===== src/rtl/plastic_pkg.sv =====
// Shared types and arithmetic helpers for the plastic neuron.
// Holds the FSM state type, the default weight and the saturating weight adder.
package plastic_pkg;

   typedef enum logic [1:0] {
      ST_IDLE,
      ST_MAC,
      ST_OUT,
      ST_LEARN
   } state_e;

   localparam int W_INIT_DEFAULT = 999;

   // Narrowest accumulator that can hold N_SYN full-width products without overflow.
   function automatic int acc_w_min(input int in_w, input int w_w, input int n_syn);
      return in_w + w_w + $clog2(n_syn);
   endfunction

   function automatic logic signed [63:0] sat_add(input logic signed [63:0] w,
                                                  input logic signed [63:0] delta,
                                                  input int                 w_w);
      logic signed [63:0] sum;
      logic signed [63:0] hi;
      logic signed [63:0] lo;
      sum = w + delta;
      hi  = (64'sd1 <<< (w_w - 1)) - 64'sd1;
      lo  = -(64'sd1 <<< (w_w - 1));
      if (sum > hi) begin
         return hi;
      end else if (sum < lo) begin
         return lo;
      end else begin
         return sum;
      end
   endfunction

endpackage


===== src/rtl/plastic_syn_update.sv =====
// Combinational Hebbian update for one synapse: w + floor(x*err / 2^LR_SHIFT),
// saturated to the signed weight range.
module plastic_syn_update
   import plastic_pkg::*;
#(
   parameter int IN_W     = 16,
   parameter int W_W      = 16,
   parameter int LR_SHIFT = 4
) (
   input  logic signed [IN_W-1:0] x_i,
   input  logic signed [IN_W-1:0] err_i,
   input  logic signed [W_W-1:0]  w_i,
   output logic signed [W_W-1:0]  w_new_o
);

   logic signed [2*IN_W-1:0] prod;
   logic signed [2*IN_W-1:0] delta;

   assign prod  = x_i * err_i;
   // Arithmetic shift rounds toward minus infinity, so x=-1, err=1 still nudges w down.
   assign delta = prod >>> LR_SHIFT;

   assign w_new_o = W_W'(sat_add(64'(w_i), 64'(delta), W_W));

endmodule


===== src/rtl/plastic_neuron_gen2.sv =====
// Plastic neuron: private weight bank, serial shared-multiplier MAC and an
// error-driven saturating Hebbian update, with valid/ready on both sides.
module plastic_neuron_gen2
   import plastic_pkg::*;
#(
   parameter int N_SYN    = 4,
   parameter int IN_W     = 16,
   parameter int W_W      = 16,
   parameter int ACC_W    = 40,
   parameter int LR_SHIFT = 4,
   parameter int W_INIT   = W_INIT_DEFAULT
) (
   input  logic                         clk,
   input  logic                         rst_n,
   input  logic                         in_valid,
   output logic                         in_ready,
   input  logic [N_SYN*IN_W-1:0]        in_vec,
   input  logic signed [IN_W-1:0]       err,
   input  logic                         learn_en,
   output logic                         out_valid,
   input  logic                         out_ready,
   output logic signed [ACC_W-1:0]      out_sum,
   input  logic                         wload_en,
   input  logic [$clog2(N_SYN)-1:0]     wload_idx,
   input  logic signed [W_W-1:0]        wload_data
);

   localparam int                IDX_W    = $clog2(N_SYN);
   localparam logic [IDX_W-1:0]  LAST_IDX = IDX_W'(N_SYN - 1);

   if (ACC_W < acc_w_min(IN_W, W_W, N_SYN)) begin : g_acc_w_too_narrow
      $error("plastic_neuron_gen2: ACC_W too narrow for N_SYN products");
   end

   state_e                   state_q;
   logic [IDX_W-1:0]         idx_q;
   logic [IDX_W-1:0]         idx_d;
   logic signed [ACC_W-1:0]  acc_q;
   logic signed [ACC_W-1:0]  acc_d;
   logic signed [ACC_W-1:0]  out_sum_q;
   logic                     out_valid_q;
   logic signed [IN_W-1:0]   x_q [N_SYN];
   logic signed [IN_W-1:0]   err_q;
   logic                     learn_q;
   logic signed [W_W-1:0]    w_q [N_SYN];

   logic signed [IN_W-1:0]      x_sel;
   logic signed [W_W-1:0]       w_sel;
   logic signed [IN_W+W_W-1:0]  prod;
   logic signed [W_W-1:0]       w_new;

   // The single multiplier and the update unit both look at synapse idx_q.
   assign x_sel = x_q[idx_q];
   assign w_sel = w_q[idx_q];
   assign prod  = x_sel * w_sel;
   assign acc_d = acc_q + ACC_W'(prod);
   assign idx_d = idx_q + IDX_W'(1);

   plastic_syn_update #(
      .IN_W     (IN_W),
      .W_W      (W_W),
      .LR_SHIFT (LR_SHIFT)
   ) u_syn_update (
      .x_i     (x_sel),
      .err_i   (err_q),
      .w_i     (w_sel),
      .w_new_o (w_new)
   );

   assign in_ready  = rst_n && (state_q == ST_IDLE) && !wload_en;
   assign out_valid = out_valid_q;
   assign out_sum   = out_sum_q;

   // NOTE: state is written with non-blocking assignments so every register
   // samples pre-edge values, independent of statement order.
   always_ff @(posedge clk) begin
      if (!rst_n) begin
         state_q     <= ST_IDLE;
         idx_q       <= '0;
         acc_q       <= '0;
         out_sum_q   <= '0;
         out_valid_q <= 1'b0;
         err_q       <= '0;
         learn_q     <= 1'b0;
         // NOTE: the weight bank is reset on purpose; a reset mid-LEARN must
         // leave no partially updated weight behind.
         for (int i = 0; i < N_SYN; i++) begin
            w_q[i] <= W_W'(W_INIT);
            x_q[i] <= '0;
         end
      end else begin
         case (state_q)
            ST_IDLE: begin
               if (wload_en) begin
                  w_q[wload_idx] <= wload_data;
               end else if (in_valid) begin
                  for (int i = 0; i < N_SYN; i++) begin
                     x_q[i] <= in_vec[i*IN_W +: IN_W];
                  end
                  err_q   <= err;
                  learn_q <= learn_en;
                  acc_q   <= '0;
                  idx_q   <= '0;
                  state_q <= ST_MAC;
               end
            end
            ST_MAC: begin
               acc_q <= acc_d;
               idx_q <= idx_d;
               if (idx_q == LAST_IDX) begin
                  idx_q       <= '0;
                  out_sum_q   <= acc_d;
                  out_valid_q <= 1'b1;
                  state_q     <= ST_OUT;
               end
            end
            ST_OUT: begin
               if (out_ready) begin
                  out_valid_q <= 1'b0;
                  idx_q       <= '0;
                  state_q     <= learn_q ? ST_LEARN : ST_IDLE;
               end
            end
            ST_LEARN: begin
               w_q[idx_q] <= w_new;
               idx_q      <= idx_d;
               if (idx_q == LAST_IDX) begin
                  idx_q   <= '0;
                  state_q <= ST_IDLE;
               end
            end
            default: state_q <= ST_IDLE;
         endcase
      end
   end

endmodule

===== config.mk =====
export PLATFORM = sky130hd
export DESIGN_NAME = plastic_neuron_gen2
export DESIGN_NICKNAME = d
export VERILOG_FILES = /design/src/rtl/plastic_pkg.sv /design/src/rtl/plastic_syn_update.sv /design/src/rtl/plastic_neuron_gen2.sv
export SDC_FILE = /design/constraint.sdc
export NUM_CORES = 2
export LEC_CHECK = 0
export CAP_MARGIN = 20
export CORE_ASPECT_RATIO = 0.7
export CORE_MARGIN = 2
export CORE_UTILIZATION = 64
export DETAILED_ROUTE_END_ITERATION = 8
export GPL_TIMING_DRIVEN = 0
export PLACE_DENSITY = 0.86
export SETUP_SLACK_MARGIN = 0.02
export SYNTH_ARGS = -nofsm -noshare
export SYNTH_HDL_FRONTEND = slang
export SYNTH_SLANG_ARGS = --single-unit
export TNS_END_PERCENT = 5

===== constraint.sdc =====
create_clock -name clk -period 12.26 [get_ports clk]
set_clock_uncertainty 0.15 [all_clocks]
set_input_delay 1.226 -clock clk [delete_from_list [all_inputs] [get_ports clk]]
set_output_delay 1.226 -clock clk [all_outputs]
set_load 0.05 [all_outputs]

; After elaboration in Yosys (flattened, before gate mapping)
; Memory sizes are Yosys's and may differ from the RTL's. A register that Yosys moved wholly into a read port is not among the register bits.
; Cells that the tools add are included.
[totals]
ff_bits = 102
mem_bits_rw = 128
inputBits = 104
output_inout_bits = 42
elab_cells = 92
memories = 2
[classes]
n_addsub = 3
mul = 2
order_cmp = 2
eq_ne = 9
n_mux = 47
bitwise = 5
reduce_logical = 15
[memory_table]
columns = name, words, word_bits, read_ports, rd_clocked_by_memory_dff, wr, line
row1 = w_q, 4, 16, 1, 1, 4, plastic_neuron_gen2.sv:45  ; logic signed [W_W-1:0] w_q [N_SYN];
row2 = x_q, 4, 16, 1, 1, 4, plastic_neuron_gen2.sv:42  ; logic signed [IN_W-1:0] x_q [N_SYN];
[op_table]
columns = operator, n
row1 = $mux 16, 8
row2 = $mux 40, 2
row3 = $pmux 40 s2, 1
row4 = $mul 16x16->32, 2
row5 = $add 40x32->40, 1
row6 = $mux 2, 16
row7 = $reduce_or 16->1, 2
row8 = $add 16x28->29, 1
row9 = $gt 29x16->1 const B, 1
row10 = $lt 29x16->1 const B, 1
row11 = $mux 1, 17
row12 = $reduce_and 3->1, 4
row13 = $ne 2x2->1 const B, 5
row14 = $pmux 2 s4, 1
row15 = $eq 2x2->1 const B, 3
row16 = $pmux 2 s3, 1
row17 = $reduce_and 5->1, 1
row18 = $or 1x1->1, 4
row19 = $reduce_bool 2->1, 2
row20 = $add 2x1->2 const B, 1
row21 = $eq 2x1->1 const B, 1
row22 = $logic_and 1x1->1, 2
row23 = $logic_not 2->1, 1
row24 = $pmux 1 s2, 1
row25 = 4 further kinds, 4

; Longest topological paths before layout
[logic_depth]
ltp_word = 7
mapped_depth = 42
depth_no_buf = 37

; By module
; From an unflattened synthesis, not the netlist that was laid out.
[hier_totals]
cells_unflattened = 3529
hier_area_um2 = 33248.1
[modules_own_cells]
columns = mod, n_inst, cells_each, area_per_inst_um2, seq_area_each_um2
row1 = plastic_neuron_gen2, 1, 2133, 21361.7, 5925.7
row2 = plastic_syn_update, 1, 1396, 11886.4, 0.0

; Least setup slack after synthesis
; No wires, ideal clock.
[synth_timing]
path_kind = register -> register
startpoint = register (tool-made name)
endpoint = memory w_q[0][0] (data pin)
setup_ns = 0.295
t_arrival_ns = 9.356
t_required_ns = 11.815
slack_ns = 2.459
stages_incl_launch_ff = 41
n_path_buf = 6
synth_period_minus_slack_ns = 9.801
path_cell_list = dfxtp_1 -> buf_2 -> buf_2 -> buf_2 -> mux4_2 -> clkbuf_1 -> and2_1 -> fa_1 -> inv_1 -> fa_1 -> fa_1 -> inv_1 -> fa_1 -> fa_1 -> inv_1 -> fa_1 -> inv_1 -> ha_1 -> [5 not listed] -> o21ai_0 -> a2111oi_0 -> o21bai_1 -> a21oi_1 -> xnor2_1 -> ha_1 -> clkbuf_1 -> inv_1 -> nor3_1 -> o21ai_0 -> a211oi_1 -> o21a_1 -> nor2_1 -> a2111oi_2 -> o311ai_2 -> o21ai_4 -> buf_4 -> o211ai_1
[synth_rtl]
columns = element, line
row1 = to (decl), plastic_neuron_gen2.sv:45

==> flow_metrics.py <==
metrics = {
    "clock_tree": {
        "insertion_delay_ps": 580,
        "numCtsBuffers": 24,
        "cts-hold-fix-buffers": 0,
        "clk_pin_slew_worst_paths_ps": 60,
        "htree_levels": 1,
        "root_buffer": "clkbuf_16",
        "clockBufferDepth": 3,
        "cts_sinks": 232,
        "cts_tree": "built",
    },
    "yosys": {
        "synth_area_per_cell_um2": 9.68,
        "syn_nets": 4363,
        "synth.top_cell.area_share": 0.356,
        "synth-seq-cells": 232,
        "netlist-cell-type-count": 86,
        "synth-edff-count": 128,
        "syn_inst": 3441,
        "syn_area_mm2": 0.0333,
        "ys_seq_area_frac": 0.178,
        "synthTopCellsByArea": "fa_1, edfxtp_1, ha_1",
        "yosys_warnings": 0,
        "async_reset_ff_frac": 0,
        "synth_area_leader_cell": "fa_1",
        "synth_flop_cell": "edfxtp_1",
    },
    "sta": {
        "hold_violations": 0,
        "rsz0062_at_grt": "no",
        "slew_headroom": 0.131,
        "worst_slew_pin_slew_ps": 1290,
        "fmax_mhz": 83.9,
        "drv_slew": 0,
        "finalSetupTns_ps": 0,
        "whs_ps": 315,
        "fin_crit_ps": 11920,
        "period_share": 0.972,
        "finalSetupViolCount": 0,
    },
    "critical_path": {
        "slowest_delay_ps": 640,
        "cp.arrival_ps": 12080,
        "criticalPathCategory": "reg2reg",
        "critPathSlowestCell": "buf_1",
        "cpMostUsedCell": "fa_1",
        "cp-end-kind": "register",
        "cp-start-kind": "register",
        "cp.required_ps": 12420,
        "crit_fanout": 10,
    },
    "routing": {
        "vias": 26386,
        "avgRoutedWirePerCell_um": 22.2,
        "viasPerCell": 6.11,
        "drtIter0Drc": 3102,
        "drc": 0,
        "drtAntennaViolNets": 0,
        "wirelength_mm": 95.9,
        "firstDrtPassIters": 6,
    },
    "floorplanning": {
        "die_w_um": 277,
        "fp.dieH_um": 195,
        "row_count": 69,
        "ioPinCount": 146,
        "initial_utilization": 0.652,
        "core_mm2": 0.0511,
        "dieArea_mm2": 0.0539,
    },
    "flow_run": {
        "cap_violations": 0,
    },
    "finish": {
        "layout-drive-gt1-share": 0.0360,
        "synthToLayoutAreaGrowth_pct": 9.88,
        "finalNetCount": 4543,
    },
    "placed_design": {
        "port_buffers": 144,
        "dp_hpwl_mm": 77.9,
        "place.gp.congestion": 0.985,
    },
    "outcome": {
        "status": "complete, no violations",
    },
    "grt": {
        "grt_max_degree": 49,
        "antenna_found_initial": 5,
        "grt_pass1_vias": 27103,
        "grt_pass1_wl_mm": 152,
        "gr-total-overflow": 0,
        "track_usage": 0.369,
    },
    "worst_hold_path": {
        "hold_path.class": "reg2reg",
    },
}
## through the flow
step | worst slack, ps | utilization | cells | instance area [um2]
floorplan | 2460 | - | 3441 | 33300
global placement | -216 | 0.696 | 4259 | 35600
detailed placement | -243 | 0.698 | 4268 | 35700
CTS | 72.6 | 0.715 | 4311 | 36600
global route | 27.0 | 0.716 | 4313 | 36600
finish | 341 | 0.716 | 4317 | 36600
## path summary, 6_finish.rpt
path | depth (start not counted) | from | to | slack (ps)
max | 37 | register | w_q[3][5] | 340
min | 2 | out_sum[7] | out_sum[7] | 320
max reg2reg | 37 | register | w_q[3][5] | 340
min reg2reg | 2 | out_sum[7] | out_sum[7] | 320
## Yosys cell counts, drive strengths merged (8+ instances only)
cell type,instances
inv,643
fa,593
nand2,426
and2,237
ha,225
nor2,148
edfxtp,128
dfxtp,104
clkbuf,102
a21oi,99
o21ai,76
xnor2,60
a21o,48
o211ai,48
a211oi,43
nor2b,41
buf,34
nand3,33
a21boi,30
mux4,27
xor2,23
a22oi,22
and3,20
nor3,20
o21a,19
o21bai,17
a22o,16
nand2b,13
a31oi,11
mux2i,11
o31ai,11
or3,11
nand4,8
## repair_timing
| action | CTS | global route |
|---|---|---|
| resized for setup | 2 | 9 |
| setup buffers | 0 | 0 |
| setup endpoints to repair | 64 | 64 |
## metal layers
layer	vias to the layer above	track usage	routed length, um
met1	12978	0.531	38000
met5	-	0	0
met4	0	0.101	3280
met2	1807	0.531	39400
li1	11330	-	-
met3	271	0.132	15200
## cell usage in the layout, fill, tap and decap left out, types with 15 or more instances in the layout
master             n
a22oi_1           22
nor3_1            20
edfxtp_1         128
o21a_1            19
nand3_1           32
clkdlybuf4s50_1  144
o21ai_0           63
a211oi_1          40
dfxtp_1          104
clkbuf_16         24
a21o_1            48
a22o_1            16
fa_1             593
nand2_1          426
nor2b_1           40
clkbuf_1         100
buf_1             15
ha_1             225
and3_1            20
a21boi_0          30
xor2_1            23
mux4_2            27
o211ai_1          48
o21bai_1          17
and2_1           237
nor2_1           148
inv_1            641
xnor2_1           60
a21oi_1           99
## cell type report
type,instances,area [um2]
Clock buffer,30,663
Antenna cell,5,12.5
Clock inverter,13,206
Fill cell,3744,14500
Timing Repair Buffer,154,1550
Buffer,137,582
Sequential cell,232,5930
Inverter,644,2420
Multi-Input combinational cell,2428,24400
Tap cell,674,843
## logic make-up (layout without fill, tap and decap cells)
logic type | Yosys count | count (layout) | share of synthesized area
and+or+nand+nor | 991 | 991 | 0.144
adders and majority gates | 818 | 818 | 0.441
buffers and inverters | 781 | 978 | 0.0898
AOI/OAI and AO/OA | 491 | 491 | 0.102
DFF | 232 | 232 | 0.178
xor gates and xnor gates | 83 | 83 | 0.0218
muxes | 45 | 45 | 0.0239
other | 0 | 5 | 0
## flip-flops by register name, summed over array words and instances, names as in the netlist, named ones only
name	count
acc_q	40
err_q	16
idx_q	2
learn_q	1
out_sum	40
out_valid	1
state_q	2
w_q	64
x_q	64
## critical path: cells and delay by family, from the launching register on
family	cells	cell delay (ps)
XOR/XNOR	1	100
buffers and inverters	9	2470
flip-flops	1	500
AO/OA/AOI/OAI	14	3440
adder cells (fa/ha/maj)	8	3690
multiplexers	1	540
AND/OR/NAND/NOR	4	730
Power is left out: the tool's default activity adds up to more than one toggle a clock period on the data nets, which glitch-free logic cannot reach.
